## config.mk

```make
export PLATFORM = sky130hd
export DESIGN_NAME = instr_loader
export DESIGN_NICKNAME = d
export VERILOG_FILES = /design/src/rtl/instr_loader.sv
export SDC_FILE = /design/constraint.sdc
export NUM_CORES = 1
export LEC_CHECK = 0
export ABC_AREA = 1
export BUFFER_PORTS_ARGS = -buffer_cell sky130_fd_sc_hd__buf_2
export CORE_MARGIN = 4
export CORE_UTILIZATION = 44
export DETAILED_ROUTE_END_ITERATION = 10
export PLACE_DENSITY_LB_ADDON = 0.2
export SYNTH_ARGS = -nofsm -noshare
export SYNTH_HDL_FRONTEND = slang
export SYNTH_SLANG_ARGS = --single-unit
```

## constraint.sdc

```tcl
create_clock -name clk -period 1.6 [get_ports clk]
set_input_delay 0.08 -clock clk [delete_from_list [all_inputs] [get_ports clk]]
set_output_delay 0.08 -clock clk [all_outputs]
set_load 0.03 [all_outputs]
```

## src/rtl/instr_loader.sv

```systemverilog
// Instruction loader: encodes RV32 LOAD/STORE/R/I fields and writes them into instruction memory.
// Latency: one cycle from accept to mem_we; at most one instruction every two cycles.
// Backpressure: in_ready is low while a write is pending, while full, and while clear is asserted.
// Optional feature: define ILLEGAL_CHECK_EN to flag and drop illegal ALU encodings via sticky err.
module instr_loader #(
    parameter int DEPTH  = 64,
    parameter int ADDR_W = 6
) (
    input  logic              clk,
    input  logic              reset,
    input  logic              clear,
    input  logic              in_valid,
    output logic              in_ready,
    input  logic [1:0]        op_class,
    input  logic [3:0]        alu_fn,
    input  logic [4:0]        rd,
    input  logic [4:0]        rs1,
    input  logic [4:0]        rs2,
    input  logic [11:0]       imm,
    output logic              mem_we,
    output logic [ADDR_W-1:0] mem_addr,
    output logic [31:0]       mem_wdata,
    output logic [ADDR_W:0]   count,
    output logic              full,
    output logic              err
);

    typedef enum logic [1:0] {
        IDLE  = 2'd0,
        WRITE = 2'd1,
        FULL  = 2'd2
    } state_t;

    localparam logic [1:0] OP_LOAD  = 2'b00;
    localparam logic [1:0] OP_STORE = 2'b01;
    localparam logic [1:0] OP_RALU  = 2'b10;
    localparam logic [1:0] OP_IALU  = 2'b11;

    localparam logic [ADDR_W:0] DEPTH_C = (ADDR_W+1)'(DEPTH);

    state_t              state, state_nxt;
    logic [ADDR_W-1:0]   addr_q, addr_nxt;
    logic [ADDR_W:0]     count_q, count_nxt, count_inc;
    logic [31:0]         wdata_q, wdata_nxt;
    logic [31:0]         enc_word;
    logic [6:0]          funct7;
    logic                accept;
    logic                illegal;

    assign in_ready  = (state == IDLE) && !clear;
    assign accept    = in_valid && in_ready;
    assign mem_we    = (state == WRITE);
    assign mem_addr  = addr_q;
    assign mem_wdata = wdata_q;
    assign count     = count_q;
    assign full      = (count_q == DEPTH_C);
    assign count_inc = count_q + 1'b1;
    assign funct7    = {1'b0, alu_fn[3], 5'b00000};

    // Encode the presented fields into a 32-bit instruction word.
    always_comb begin
        enc_word = '0;
        case (op_class)
            OP_LOAD:  enc_word = {imm, rs1, 3'b010, rd, 7'b0000011};
            OP_STORE: enc_word = {imm[11:5], rs2, rs1, 3'b010, imm[4:0], 7'b0100011};
            OP_RALU:  enc_word = {funct7, rs2, rs1, alu_fn[2:0], rd, 7'b0110011};
            OP_IALU: begin
                // Shift-immediates carry funct7 in the upper immediate bits.
                if (alu_fn[2:0] == 3'b001 || alu_fn[2:0] == 3'b101)
                    enc_word = {funct7, imm[4:0], rs1, alu_fn[2:0], rd, 7'b0010011};
                else
                    enc_word = {imm, rs1, alu_fn[2:0], rd, 7'b0010011};
            end
            default:  enc_word = '0;
        endcase
    end

`ifdef ILLEGAL_CHECK_EN
    logic err_q;

    // Only SUB/SRA (R) and SRAI (I) may use the alternate funct7 bit.
    always_comb begin
        illegal = 1'b0;
        if (op_class == OP_RALU && alu_fn[3] &&
            alu_fn[2:0] != 3'b000 && alu_fn[2:0] != 3'b101)
            illegal = 1'b1;
        if (op_class == OP_IALU && alu_fn[3] && alu_fn[2:0] != 3'b101)
            illegal = 1'b1;
    end

    // Sticky error flag, cleared only by reset.
    always_ff @(posedge clk) begin
        if (reset)
            err_q <= 1'b0;
        else if (accept && illegal)
            err_q <= 1'b1;
    end

    assign err = err_q;
`else
    assign illegal = 1'b0;
    assign err     = 1'b0;
`endif

    // Next-state, address, count and write-data selection.
    always_comb begin
        state_nxt = state;
        addr_nxt  = addr_q;
        count_nxt = count_q;
        wdata_nxt = wdata_q;
        case (state)
            IDLE: begin
                if (clear) begin
                    addr_nxt  = '0;
                    count_nxt = '0;
                end else if (accept && !illegal) begin
                    wdata_nxt = enc_word;
                    state_nxt = WRITE;
                end
            end
            WRITE: begin
                state_nxt = IDLE;
                if (clear) begin
                    addr_nxt  = '0;
                    count_nxt = '0;
                end else begin
                    count_nxt = count_inc;
                    // Address stays on the last word once full so it never exceeds DEPTH-1.
                    if (count_inc == DEPTH_C)
                        state_nxt = FULL;
                    else
                        addr_nxt = addr_q + 1'b1;
                end
            end
            FULL: begin
                if (clear) begin
                    addr_nxt  = '0;
                    count_nxt = '0;
                    state_nxt = IDLE;
                end
            end
            default: state_nxt = IDLE;
        endcase
    end

    // State and datapath registers with synchronous reset.
    always_ff @(posedge clk) begin
        if (reset) begin
            state   <= IDLE;
            addr_q  <= '0;
            count_q <= '0;
            wdata_q <= '0;
        end else begin
            state   <= state_nxt;
            addr_q  <= addr_nxt;
            count_q <= count_nxt;
            wdata_q <= wdata_nxt;
        end
    end

endmodule

```

-- Yosys cells after proc, flatten, opt, wreduce, memory -nomap -nowiden
Cells that the tools add are included.
- logic and storage cells: 48
- register bits after elaboration: 47
- output and inout bits: 49
- bits of input ports: 37
- $add $sub $neg: 2
- mux-type cells: 15
- reduce and logical (&&, ||, !) cells: 12
- equal/unequal tests: 14
- bitwise logic cells: 1
- operator list (kind ; count):
    one-hot mux 32 bit (4 select lines) ; 1
    two-way mux 32 bit ; 1
    two-way mux 6 bit ; 3
    equality test 7 bit, second input constant ; 2
    two-way mux 7 bit ; 2
    one-hot mux 7 bit (2 select lines) ; 1
    one-hot mux 6 bit (2 select lines) ; 1
    two-way mux 2 bit ; 5
    AND reduction 3 bit ; 3
    adder 7 x 1 -> 7 bit, second input constant ; 1
    adder 6 x 1 -> 6 bit, second input constant ; 1
    equality test 2 bit, second input constant ; 3
    != test 2 bit, second input constant ; 3
    one-hot mux 2 bit (3 select lines) ; 1
    equality test 2 x 1 -> 1 bit, second input constant ; 2
    logical NOT 2 bit ; 2
    equality test 3 x 1 -> 1 bit, second input constant ; 1
    equality test 3 bit, second input constant ; 1
    != test 3 bit, second input constant ; 1
    logical AND 1 bit ; 2
    != test 2 x 1 -> 1 bit, second input constant ; 1
    AND reduction 2 bit ; 1
    nonzero test 2 bit ; 1
    OR reduction 2 bit ; 1
    3 further kinds ; 3

-- Logic depth before layout (Yosys ltp)
Gate-level depths: netlist (run 1).
- depth after elaboration: 6
- mapped depth: 11
- depth with buffers taken out: 11

-- Worst setup path before layout (run 1)
OpenSTA, ideal clock, no wires.
- path type: reg2reg
- start: reg count_q[0], in the netlist count[0]
- end: reg addr_q[2], in the netlist mem_addr[2]
- stages on the path, launching flop included: 12
- setup slack: -193 ps
- period minus slack after synthesis: 1793 ps
- required time: 1532 ps
- arrival time: 1725 ps
- setup time: 68 ps
- cell sequence: dfxtp_1 -> ha_1 -> inv_1 -> nand2_1 -> nand2_1 -> nor2_1 -> nand3_1 -> nor2_4 -> nand3_4 -> nand2_4 -> nand2_2 -> a21oi_2
- word-level cells in the longest chain between the ends: 4
- RTL lines (item ; line ; source):
    from (decl) ; 43 ; logic [ADDR_W:0] count_q, count_nxt, count_inc;
    from (signal assigned) ; 156 ; count_q <= count_nxt;
    adder 7 x 1 -> 7 bit ; 57 ; assign count_inc = count_q + 1'b1;
    equality test 7 bit ; 129 ; if (count_inc == DEPTH_C)
    != test 3 bit (no line) ; n/a ;
    AND reduction 3 bit (no line) ; n/a ;
    to (signal assigned) ; 155 ; addr_q <= addr_nxt;
    to (decl) ; 42 ; logic [ADDR_W-1:0] addr_q, addr_nxt;
No other way between the ends.
A chain may end at the register's enable or synchronous reset.

-- Worst setup path after layout (run 1)
- start: reg count_q[0], in the netlist count[0]
- end: reg addr_q[3], in the netlist mem_addr[3]
The elaborated chain is that of the path after synthesis.

==> run_summary.xml, run 1 <==
<?xml version="1.0" encoding="UTF-8"?>
<metrics>
  <group name="outcome">
    <metric name="run_status" unit="">completed</metric>
  </group>
  <group name="finish">
    <metric name="layout.cells.most_common_list" unit="">buf_2 (81), dfxtp_1 (40), nor2_1 (36), nand2_1 (30), o21ai_0 (30)</metric>
    <metric name="diodes" unit="">0</metric>
    <metric name="area_growth" unit="%">28.24</metric>
    <metric name="nets" unit="">412</metric>
    <metric name="final_layout_size_suffix_gt1_frac" unit="">0.3560</metric>
    <metric name="layout_commonest_cell" unit="">buf_2</metric>
    <metric name="instances_no_fill" unit="">435</metric>
  </group>
  <group name="sta">
    <metric name="tightest_slew" unit="ps">564.9</metric>
    <metric name="fin_skew" unit="ps">15.59</metric>
    <metric name="finalCritPeriodShare" unit="">0.9554</metric>
    <metric name="fin_worst_hold_slack" unit="ps">34.26</metric>
    <metric name="timing.max_slew.rel_slack" unit="">0.6217</metric>
    <metric name="setup-violations-final" unit="">0</metric>
    <metric name="max_freq" unit="GHz">0.6541</metric>
    <metric name="grt_setup_unrepaired" unit="">yes</metric>
    <metric name="report.final.hold_viol_count" unit="">0</metric>
    <metric name="post-route-min-period" unit="ps">1529</metric>
    <metric name="drv_slew" unit="">0</metric>
  </group>
  <group name="worst_setup_path">
    <metric name="slowest_delay" unit="ps">380</metric>
    <metric name="end_kind" unit="">flip-flop</metric>
    <metric name="reg2reg_depth" unit="">10</metric>
    <metric name="criticalPathCategory" unit="">flip-flop to flip-flop</metric>
    <metric name="timing.rr.start" unit="">count[0]</metric>
    <metric name="path_max_fanout" unit="">6</metric>
    <metric name="crit_chain" unit="">buf_6, ha_1, inv_1, nor2_1, nand3_1, nor2_4, nand3_4, nand2_4, nand2_2, a21oi_2</metric>
    <metric name="type_of_element_launching_the_critical_path" unit="">flip-flop</metric>
    <metric name="internal_reg_to_reg_setup_slack" unit="ps">70</metric>
    <metric name="regToRegEndpoint" unit="">mem_addr[3]</metric>
    <metric name="crit_path_top_delay_cell" unit="">dfxtp_4</metric>
    <metric name="worst_ep_arrival" unit="ps">1750</metric>
    <metric name="crit_path_required_time" unit="ps">1820</metric>
  </group>
  <group name="grt">
    <metric name="grt_antenna_before_repair" unit="">0</metric>
    <metric name="grt.total_usage" unit="">0.1785</metric>
    <metric name="grt_overflow_total" unit="">0</metric>
    <metric name="pin_count_of_the_biggest_net_entering_global_routing" unit="">28</metric>
    <metric name="wire_length_of_the_first_global_routing_pass" unit="microns">9052</metric>
    <metric name="grt_pass1_vias" unit="">2018</metric>
  </group>
  <group name="synthesis">
    <metric name="synth-seq-area-share" unit="">0.3940</metric>
    <metric name="yosysTopAreaCellShare" unit="">0.3940</metric>
    <metric name="yosys_register_bits" unit="">43</metric>
    <metric name="synth-edff-count" unit="">0</metric>
    <metric name="gate_count_after_technology_mapping" unit="">281</metric>
    <metric name="yosysWarnings" unit="">0</metric>
    <metric name="syn-cell-area" unit="sq mm">0.002185</metric>
    <metric name="synth_largest_area_cell" unit="">dfxtp_1</metric>
    <metric name="dominantRegCellSynth" unit="">dfxtp_1</metric>
    <metric name="synth-async-reset-ratio" unit="">0</metric>
    <metric name="synthTopCellsByArea" unit="">dfxtp_1 (39%), o21ai_0 (6.9%), nor2_1 (6.2%), nand2_1 (5.5%), a21oi_1 (4.8%)</metric>
    <metric name="yosysUniqueCellTypes" unit="">35</metric>
    <metric name="mean_syn_cell_area" unit="sq um">7.774</metric>
  </group>
  <group name="job">
    <metric name="drv.max_cap_violation_count" unit="">0</metric>
  </group>
  <group name="clocking">
    <metric name="cts.clk_slew.worst_paths" unit="ps">90</metric>
    <metric name="cts.path.max_buffers" unit="">2</metric>
    <metric name="clock_insertion_delay_worst_skew" unit="ps">290</metric>
    <metric name="tritoncts_clock_tree" unit="">yes</metric>
    <metric name="cts_num_sinks" unit="">43</metric>
    <metric name="clock-root-buffer" unit="">clkbuf_8</metric>
    <metric name="cts_hold_repair.buffers" unit="">0</metric>
    <metric name="h-tree-depth" unit="">2</metric>
    <metric name="numCtsBuffers" unit="">5</metric>
  </group>
  <group name="worst_hold_path">
    <metric name="worstHoldStart" unit="">imm[9]</metric>
    <metric name="worst_hold_path.endpoint" unit="">mem_wdata[29]</metric>
    <metric name="worstHoldPathType" unit="">primary input to flip-flop</metric>
    <metric name="whs_path_depth" unit="">3</metric>
  </group>
  <group name="placement">
    <metric name="dp_hpwl" unit="microns">4099</metric>
    <metric name="placed_cells_incl_taps" unit="">425</metric>
    <metric name="numPortBuffers" unit="">81</metric>
    <metric name="routabilityCongestion" unit="">0.8471</metric>
  </group>
  <group name="floorplanning">
    <metric name="die_width" unit="microns">78.46</metric>
    <metric name="floorplan.initialDensity" unit="">0.4595</metric>
    <metric name="floorplan.die.height" unit="microns">78.46</metric>
    <metric name="dieArea" unit="sq mm">0.006156</metric>
    <metric name="core-area" unit="sq mm">0.004755</metric>
    <metric name="boundaryPins" unit="">86</metric>
    <metric name="placement_rows" unit="">25</metric>
  </group>
  <group name="routing">
    <metric name="1st_pass_router_iterations" unit="">4</metric>
    <metric name="dr_total_vias" unit="">2150</metric>
    <metric name="route.detailed.drc" unit="">0</metric>
    <metric name="detail_route.wirelength" unit="microns">5363</metric>
    <metric name="via_per_inst" unit="">4.943</metric>
    <metric name="drt-wirelength-per-cell" unit="microns">12.33</metric>
    <metric name="drt_iter0_markers" unit="">64</metric>
    <metric name="antenna_violating_nets_post_route" unit="">0</metric>
  </group>
  <group name="power">
    <metric name="p_leak" unit="nW">1.255</metric>
    <metric name="cellPowerDensity" unit="mW/mm^2">808.0</metric>
    <metric name="vdd.ir_drop.worst" unit="uV">592.9</metric>
  </group>
</metrics>
==> through the flow <==
step,power (mW),setup slack (ps),instance area (sq um),util,setup TNS [ps]
after floorplan,1.466,26.72,2210,-,0
after global routing,2.391,-18.60,2801,0.5892,-37.06
after CTS,2.290,38.02,2755,0.5795,0
after global placement,1.602,114.5,2666,0.5608,0
final,2.264,71.28,2801,0.5892,0
after detailed placement,1.605,74.93,2666,0.5608,0
==> report_power, final <==
part	internal, mW	leakage (nW)	switching (mW)	total [mW]
clock network	0.304	0.0402	0.378	0.682
registers	1.12	0.354	0.0270	1.14
logic	0.145	0.861	0.292	0.436
==> worst max path at each step <==
stage / startpoint / endpoint / slack (ps) / depth (start not counted)
finish: count[0] / mem_addr[3] / 70 / 10
detailed placement: count[0] / mem_addr[2] / 70 / 11
global route: count[0] / mem_addr[1] / -20 / 11
floorplan: count[2] / mem_addr[2] / 30 / 8
CTS: count[0] / mem_addr[2] / 40 / 11
global placement: count[0] / mem_addr[4] / 110 / 11
==> layout make-up <==
type | instances | area [sq um]
Inverter | 28 | 107.6
Clock inverter | 3 | 20.02
Timing Repair Buffer | 92 | 495.5
Multi-Input combinational cell | 197 | 1156
Fill cell | 480 | 1953
Sequential cell | 43 | 869.6
Clock buffer | 5 | 68.82
Tap cell | 67 | 83.83
==> state kept, by name, summed over array words and instances (netlist names) <==
name	count
mem_wdata	28
state	2
mem_addr	6
count	7
==> critical path: cells and delay by family, from the launching register on <==
family,cells,cell delay [ps]
fa+ha+maj,1,140
compound gates,1,120
buf+inv,2,160
flops,1,380
simple gates,6,660
==> cell usage after synthesis, drive strengths merged, types with 2 or more instances <==
| library cell | number |
|---|---|
| a21oi | 25 |
| a221oi | 5 |
| a22oi | 2 |
| a31oi | 6 |
| buf | 11 |
| clkbuf | 6 |
| dfxtp | 43 |
| ha | 8 |
| inv | 28 |
| nand2 | 38 |
| nand3 | 16 |
| nand3b | 6 |
| nand4 | 3 |
| nor2 | 41 |
| nor3 | 2 |
| nor4 | 2 |
| o211ai | 2 |
| o21ai | 31 |
| xor2 | 2 |
==> per-layer routing <==
| metal | vias to the layer above | wire length, microns | global-route usage | share of wire |
|---|---|---|---|---|
| met4 | 0 | 45 | 0.04371 | 0.0084 |
| met3 | 4 | 482 | 0.05046 | 0.090 |
| met2 | 85 | 2519 | 0.3014 | 0.47 |
| met5 | - | 0 | 0 | 0 |
| li1 | 1104 | - | - | - |
| met1 | 957 | 2316 | 0.2241 | 0.43 |
==> logic make-up (layout without fill, tap and decap cells) <==
logic type	after synthesis	after routing	synth area share
other	1	4	0.001717
AOI/OAI and AO/OA	72	72	0.1901
DFF	43	43	0.3940
adders and majority gates	8	8	0.04582
buffers and inverters	45	128	0.09736
xor gates and xnor gates	3	3	0.02062
and+or+nand+nor	109	110	0.2503
==> timing repair <==
| item | in CTS | in global routing |
|---|---|---|
| resized for setup | 0 | 9 |
| setup endpoints to repair | 0 | 8 |
| buffers inserted | 0 | 1 |
Note: power is estimated with default switching activity, not from simulation.
==> run 2: changes to the inputs <==
Settings changed: CORE_MARGIN 4 to unset, CORE_UTILIZATION 44 to 45.
Clock period 1.6 ns to 2 ns, I/O delays scaled along.
==> run 2 against run 1 <==
  * Critical path depth increased by 1
  * Maximum frequency down 13%
  * Via count is 2.7% lower
  * Worst setup slack improved by 180 ps
  * Die area decreased by 17%
  * Cell count shrank 5.5%
  * Clock-buffer cell count stayed put
  * Global-route usage rose by 2.9 points
  * Clock power is 2% lower
  * Clock skew fell by 11 ps
  * Sequential power shrank 19%
  * Worst hold slack better by 9.8 ps
  * Critical path type unchanged
  * Largest cell class unchanged
  * Largest power group unchanged
==> run_summary.xml, run 2 (synthesized netlist as in run 1, its figures left out) <==
<?xml version="1.0" encoding="UTF-8"?>
<metrics>
  <group name="clocking">
    <metric name="clock_insertion_delay_worst_skew" unit="ps">290</metric>
    <metric name="cts_num_sinks" unit="">43</metric>
    <metric name="cts.path.max_buffers" unit="">2</metric>
    <metric name="cts.clk_slew.worst_paths" unit="ps">80</metric>
    <metric name="tritoncts_clock_tree" unit="">yes</metric>
    <metric name="cts_resized" unit="">0</metric>
    <metric name="cts_hold_repair.buffers" unit="">0</metric>
    <metric name="numCtsBuffers" unit="">5</metric>
    <metric name="h-tree-depth" unit="">2</metric>
    <metric name="post_cts_setup_repair_buffer_count" unit="">0</metric>
    <metric name="clock-root-buffer" unit="">clkbuf_8</metric>
  </group>
  <group name="sta">
    <metric name="setup-violations-final" unit="">0</metric>
    <metric name="finalCritPeriodShare" unit="">0.8749</metric>
    <metric name="fin_worst_hold_slack" unit="ps">44.02</metric>
    <metric name="timing.max_slew.rel_slack" unit="">0.5680</metric>
    <metric name="report.final.hold_viol_count" unit="">0</metric>
    <metric name="grt_setup_unrepaired" unit="">no</metric>
    <metric name="fin_setup_tns" unit="ps">0</metric>
    <metric name="fin_skew" unit="ps">4.355</metric>
    <metric name="post-route-min-period" unit="ps">1750</metric>
    <metric name="max_freq" unit="GHz">0.5715</metric>
    <metric name="drv_slew" unit="">0</metric>
    <metric name="tightest_slew" unit="ps">647.2</metric>
  </group>
  <group name="placement">
    <metric name="numPortBuffers" unit="">81</metric>
    <metric name="post_dp_cell_area" unit="sq mm">0.002581</metric>
    <metric name="routabilityCongestion" unit="">0.9476</metric>
    <metric name="dp_hpwl" unit="microns">3749</metric>
    <metric name="placed_cells_incl_taps" unit="">403</metric>
  </group>
  <group name="finish">
    <metric name="diodes" unit="">0</metric>
    <metric name="stdcell_area" unit="sq mm">0.002694</metric>
    <metric name="final_layout_size_suffix_gt1_frac" unit="">0.3203</metric>
    <metric name="nets" unit="">403</metric>
    <metric name="area_growth" unit="%">23.31</metric>
    <metric name="layout_commonest_cell" unit="">buf_2</metric>
    <metric name="layout.filler_cells" unit="">421</metric>
    <metric name="instances_no_fill" unit="">411</metric>
    <metric name="largest_reg_flops" unit="">28</metric>
    <metric name="layout.cells.most_common_list" unit="">buf_2 (81), dfxtp_1 (43), nor2_1 (36), nand2_1 (32), o21ai_0 (30)</metric>
  </group>
  <group name="power">
    <metric name="vdd.ir_drop.worst" unit="uV">424.9</metric>
    <metric name="cellPowerDensity" unit="mW/mm^2">714.8</metric>
    <metric name="power_dissipated_by_switching_net_loads" unit="mW">0.5507</metric>
    <metric name="p_leak" unit="nW">1.233</metric>
    <metric name="power.share.combinational" unit="">0.175</metric>
    <metric name="power_frac_seq" unit="">0.477</metric>
    <metric name="share_of_power_burned_in_the_clock_network" unit="">0.349</metric>
    <metric name="cell_internal_pwr" unit="mW">1.375</metric>
    <metric name="switching_part_of_the_total_power" unit="">0.2860</metric>
  </group>
  <group name="routing">
    <metric name="via_per_inst" unit="">5.090</metric>
    <metric name="route.detailed.drc" unit="">0</metric>
    <metric name="dr_total_vias" unit="">2092</metric>
    <metric name="drt_iter0_markers" unit="">122</metric>
    <metric name="detail_route.wirelength" unit="microns">5058</metric>
    <metric name="antenna_violating_nets_post_route" unit="">0</metric>
    <metric name="drt-wirelength-per-cell" unit="microns">12.31</metric>
    <metric name="1st_pass_router_iterations" unit="">4</metric>
  </group>
  <group name="floorplanning">
    <metric name="die_width" unit="microns">71.68</metric>
    <metric name="floorplan.die.height" unit="microns">71.68</metric>
    <metric name="core-area" unit="sq mm">0.004504</metric>
    <metric name="boundaryPins" unit="">86</metric>
    <metric name="dieArea" unit="sq mm">0.005137</metric>
    <metric name="placement_rows" unit="">24</metric>
    <metric name="floorplan.initialDensity" unit="">0.4850</metric>
  </group>
  <group name="outcome">
    <metric name="run_status" unit="">completed</metric>
  </group>
  <group name="grt">
    <metric name="wire_length_of_the_first_global_routing_pass" unit="microns">8514</metric>
    <metric name="grt_pass1_vias" unit="">1951</metric>
    <metric name="grt_overflow_total" unit="">0</metric>
    <metric name="grt_antenna_before_repair" unit="">0</metric>
    <metric name="grt.total_usage" unit="">0.2074</metric>
    <metric name="pin_count_of_the_biggest_net_entering_global_routing" unit="">39</metric>
  </group>
  <group name="worst_setup_path">
    <metric name="worst_ep_arrival" unit="ps">1980</metric>
    <metric name="slowest_delay" unit="ps">480</metric>
    <metric name="type_of_element_launching_the_critical_path" unit="">flip-flop</metric>
    <metric name="path_max_fanout" unit="">9</metric>
    <metric name="crit_path_required_time" unit="ps">2230</metric>
    <metric name="criticalPathCategory" unit="">flip-flop to flip-flop</metric>
    <metric name="crit_path_top_delay_cell" unit="">dfxtp_1</metric>
    <metric name="crit_chain" unit="">ha_1, inv_1, nand2_1, nand2_1, nor2_1, nand3_1, nor2_4, nand3_4, nand2_4, nand2_2, a21oi_2</metric>
    <metric name="cp_common_cell" unit="">nand2_1</metric>
    <metric name="end_kind" unit="">flip-flop</metric>
  </group>
  <group name="job">
    <metric name="drv.max_cap_violation_count" unit="">0</metric>
  </group>
  <group name="worst_hold_path">
    <metric name="worstHoldPathType" unit="">primary input to flip-flop</metric>
  </group>
</metrics>
## run 2: final timing paths
check | endpoint | cells past startpoint | start | slack [ps]
setup reg to reg | mem_addr[3] | 11 | count[1] | 250
hold reg to reg | mem_wdata[4] | 2 | mem_wdata[4] | 480
setup / recovery | mem_addr[3] | 11 | count[1] | 250
hold / removal | mem_wdata[27] | 3 | imm[7] | 40
## run 2: routing by layer
layer	global-route usage	vias up	share of wire
met5	0	-	0
met4	0.06754	0	0.014
met3	0.05767	9	0.062
met2	0.3470	67	0.46
met1	0.2581	930	0.46
li1	-	1086	-
## run 2: stage by stage
| step | worst slack (ps) | utilization | power (mW) |
|---|---|---|---|
| detailed placement | 305.1 | 0.5731 | 1.275 |
| finish | 250.3 | 0.5981 | 1.926 |
| floorplan | 206.8 | - | 1.174 |
| global placement | 356.7 | 0.5731 | 1.272 |
| global route | 74.60 | 0.5981 | 2.020 |
| CTS | 239.4 | 0.5981 | 1.950 |
## run 2: area by class of cell
cell class              instances  area (sq um)  area share
clock buffers                   5         68.82     0.02555
clock inverters                 3         43.79     0.01626
inverters                      28         105.1     0.03902
multi-input cells             196          1122      0.4166
flip-flops and latches         43         860.8      0.3196
well taps                      52         65.06     0.02415
repair buffers                 84         427.9      0.1588
## run 2: worst max-delay path, delay by kind of cell (launching register included)
kind                       cells  cell delay (ps)
AOI/OAI and AO/OA              1              110
and+or+nand+nor                8              760
DFF                            1              480
adders and majority gates      1              280
buffers and inverters          1               60
## run 2: power groups by stage
stage	registers (mW)	clock network (mW)	logic [mW]
2_1_floorplan	1.02	0	0.158
3_3_place_gp	0.937	0	0.335
3_5_place_dp	0.937	0	0.338
4_1_cts	0.918	0.694	0.339
5_1_grt	0.923	0.729	0.368
6_report	0.918	0.671	0.336
==> run 3: changes to the inputs <==
Settings changed: CORE_UTILIZATION 45 to 44, PLACE_DENSITY set to 0.75, PLACE_DENSITY_LB_ADDON 0.2 to unset.
Clock period 2 ns to 1.6 ns, I/O delays scaled along.
==> run 3 against run 2 <==
  * Clock skew decreased by 0.76 ps
  * Register-to-register slack got worse by 160 ps
  * Clock-buffer cell count increased by 1
  * Wire length increased by 5.7%
  * Cell count increased by 5.8%
  * Cell area increased by 5.9%
  * Clock power increased by 21%
  * Total power increased by 25%
  * Critical path type unchanged
  * Highest routed layer unchanged
==> run_summary.xml, run 3 (synthesized netlist as in run 1, its figures left out) <==
<?xml version="1.0" encoding="UTF-8"?>
<metrics>
  <group name="sta">
    <metric name="fin_worst_hold_slack" unit="ps">20.30</metric>
    <metric name="report.final.hold_viol_count" unit="">0</metric>
    <metric name="drv_slew" unit="">0</metric>
    <metric name="finalCritPeriodShare" unit="">0.9429</metric>
    <metric name="setup-violations-final" unit="">0</metric>
    <metric name="post-route-min-period" unit="ps">1509</metric>
    <metric name="max_freq" unit="GHz">0.6628</metric>
    <metric name="fin_skew" unit="ps">3.592</metric>
    <metric name="tightest_slew" unit="ps">627.1</metric>
    <metric name="timing.max_slew.rel_slack" unit="">0.5801</metric>
  </group>
  <group name="worst_setup_path">
    <metric name="cp_common_cell" unit="">nand2_2</metric>
    <metric name="crit_chain" unit="">ha_4, inv_1, nand2_2, nand2_2, nor2_1, nand3_1, nor2_4, nand3_4, nand2_4, nand2_2, a21oi_2</metric>
    <metric name="type_of_element_launching_the_critical_path" unit="">flip-flop</metric>
    <metric name="worst_ep_arrival" unit="ps">1750</metric>
    <metric name="slowest_delay" unit="ps">370</metric>
    <metric name="crit_path_required_time" unit="ps">1840</metric>
    <metric name="crit_path_top_delay_cell" unit="">dfxtp_4</metric>
    <metric name="path_max_fanout" unit="">5</metric>
    <metric name="criticalPathCategory" unit="">flip-flop to flip-flop</metric>
    <metric name="worst-path-buf-inv" unit="">1</metric>
    <metric name="end_kind" unit="">flip-flop</metric>
    <metric name="path_delay_family" unit="">simple AND/OR/NAND/NOR gates</metric>
  </group>
  <group name="floorplanning">
    <metric name="floorplan.die.height" unit="microns">72.46</metric>
    <metric name="floorplan.initialDensity" unit="">0.4595</metric>
    <metric name="core-area" unit="sq mm">0.004755</metric>
    <metric name="die_width" unit="microns">72.46</metric>
    <metric name="placement_rows" unit="">25</metric>
    <metric name="boundaryPins" unit="">86</metric>
    <metric name="dieArea" unit="sq mm">0.005250</metric>
  </group>
  <group name="clocking">
    <metric name="tritoncts_clock_tree" unit="">yes</metric>
    <metric name="cts_hold_repair.buffers" unit="">0</metric>
    <metric name="cts_num_sinks" unit="">43</metric>
    <metric name="cts.path.max_buffers" unit="">2</metric>
    <metric name="clock_insertion_delay_worst_skew" unit="ps">300</metric>
    <metric name="clock-root-buffer" unit="">clkbuf_8</metric>
    <metric name="h-tree-depth" unit="">2</metric>
    <metric name="cts.clk_slew.worst_paths" unit="ps">90</metric>
    <metric name="numCtsBuffers" unit="">5</metric>
  </group>
  <group name="power">
    <metric name="cellPowerDensity" unit="mW/mm^2">841.6</metric>
    <metric name="vdd.ir_drop.worst" unit="uV">485.6</metric>
    <metric name="finalPower" unit="mW">2.400</metric>
    <metric name="p_leak" unit="nW">1.279</metric>
  </group>
  <group name="finish">
    <metric name="nets" unit="">412</metric>
    <metric name="area_growth" unit="%">30.53</metric>
    <metric name="layout.filler_cells" unit="">453</metric>
    <metric name="post-route-util" unit="">0.5997</metric>
    <metric name="seq_area" unit="sq um">869.6</metric>
    <metric name="diodes" unit="">0</metric>
    <metric name="layout.cells.most_common_list" unit="">buf_2 (80), dfxtp_1 (40), nor2_1 (35), nand2_1 (30), o21ai_0 (30)</metric>
    <metric name="largest_reg_flops" unit="">28</metric>
    <metric name="stdcell_area" unit="sq mm">0.002851</metric>
    <metric name="final_layout_size_suffix_gt1_frac" unit="">0.3587</metric>
    <metric name="multi_input_gate_area_in_the_final_layout" unit="sq mm">0.001162</metric>
    <metric name="layout_commonest_cell" unit="">buf_2</metric>
  </group>
  <group name="worst_hold_path">
    <metric name="worstHoldPathType" unit="">primary input to flip-flop</metric>
  </group>
  <group name="placement">
    <metric name="post_dp_cell_area" unit="sq mm">0.002684</metric>
    <metric name="routabilityCongestion" unit="">0.8716</metric>
    <metric name="dp_hpwl" unit="microns">3948</metric>
    <metric name="numPortBuffers" unit="">81</metric>
  </group>
  <group name="routing">
    <metric name="via_per_inst" unit="">4.984</metric>
    <metric name="drt_iter0_markers" unit="">98</metric>
    <metric name="route.detailed.drc" unit="">0</metric>
    <metric name="drt-wirelength-per-cell" unit="microns">12.29</metric>
    <metric name="detail_route.wirelength" unit="microns">5345</metric>
    <metric name="dr_total_vias" unit="">2168</metric>
    <metric name="antenna_violating_nets_post_route" unit="">0</metric>
    <metric name="1st_pass_router_iterations" unit="">4</metric>
  </group>
  <group name="grt">
    <metric name="grt_antenna_before_repair" unit="">0</metric>
    <metric name="grt.total_usage" unit="">0.2059</metric>
    <metric name="pin_count_of_the_biggest_net_entering_global_routing" unit="">25</metric>
    <metric name="grt_overflow_total" unit="">0</metric>
    <metric name="wire_length_of_the_first_global_routing_pass" unit="microns">8466</metric>
    <metric name="grt_pass1_vias" unit="">1886</metric>
  </group>
  <group name="outcome">
    <metric name="run_status" unit="">completed</metric>
  </group>
  <group name="job">
    <metric name="drv.max_cap_violation_count" unit="">0</metric>
  </group>
</metrics>
-- run 3: cell types whose count changed in the layout (fill, tap and decap cells not counted), moves of 2 or more --
| cell | previous run | this run |
|---|---|---|
| buf_6 | 0 | 2 |
| nand2_1 | 32 | 30 |
| buf_4 | 3 | 8 |
| dfxtp_1 | 43 | 40 |
| nand2_2 | 5 | 7 |
| dfxtp_4 | 0 | 2 |
| buf_12 | 0 | 2 |
-- run 3: area by class of cell --
class / instances / share of cell area
repair buffers: 92 / 0.1834
well taps: 67 / 0.02940
clock inverters: 2 / 0.004827
flip-flops and latches: 43 / 0.3050
multi-input cells: 197 / 0.4076
inverters: 28 / 0.03686
clock buffers: 6 / 0.03291
-- run 3: layer usage --
layer | global-route usage | vias up | part of all wire
li1 | - | 1105 | -
met1 | 0.2646 | 993 | 0.47
met4 | 0.05229 | 0 | 0.0099
met3 | 0.04722 | 6 | 0.049
met5 | 0 | - | 0
met2 | 0.3479 | 64 | 0.47
-- run 3: stage by stage --
stage / instances / setup WS, ps / TNS, ps
floorplan: 284 / 26.72 / 0
global placement: 424 / 135.5 / 0
detailed placement: 424 / 69.28 / 0
CTS: 432 / 38.84 / 0
global route: 435 / -25.26 / -78.64
finish: 435 / 91.32 / 0
-- run 3: path summary, 6_finish.rpt --
check	slack, ps	end	cells past startpoint	start
worst max-delay path	90	mem_addr[1]	11	count[1]
worst min-delay path	20	mem_wdata[31]	3	imm[11]
worst max register to register	90	mem_addr[1]	11	count[1]
worst min register to register	470	mem_wdata[4]	2	mem_wdata[4]
-- run 3: worst register-to-register path, cell delays in order, from the launching register on --
cell,delay [ps]
dfxtp_4,370
ha_4,150
inv_1,50
nand2_2,60
nand2_2,60
nor2_1,80
nand3_1,110
nor2_4,170
nand3_4,120
nand2_4,120
nand2_2,50
a21oi_2,110
-- run 3: what timing repair did --
| item | CTS | global route |
|---|---|---|
| gates resized for setup | 0 | 10 |
| hold endpoints to repair | 0 | 0 |
| setup buffers | 0 | 2 |
| setup endpoints to repair | 0 | 8 |
-- run 3: power breakdown --
part           switching [mW]  internal [mW]
registers              0.0275           1.12
logic                   0.294          0.149
clock network           0.409          0.403
total                   0.730           1.67
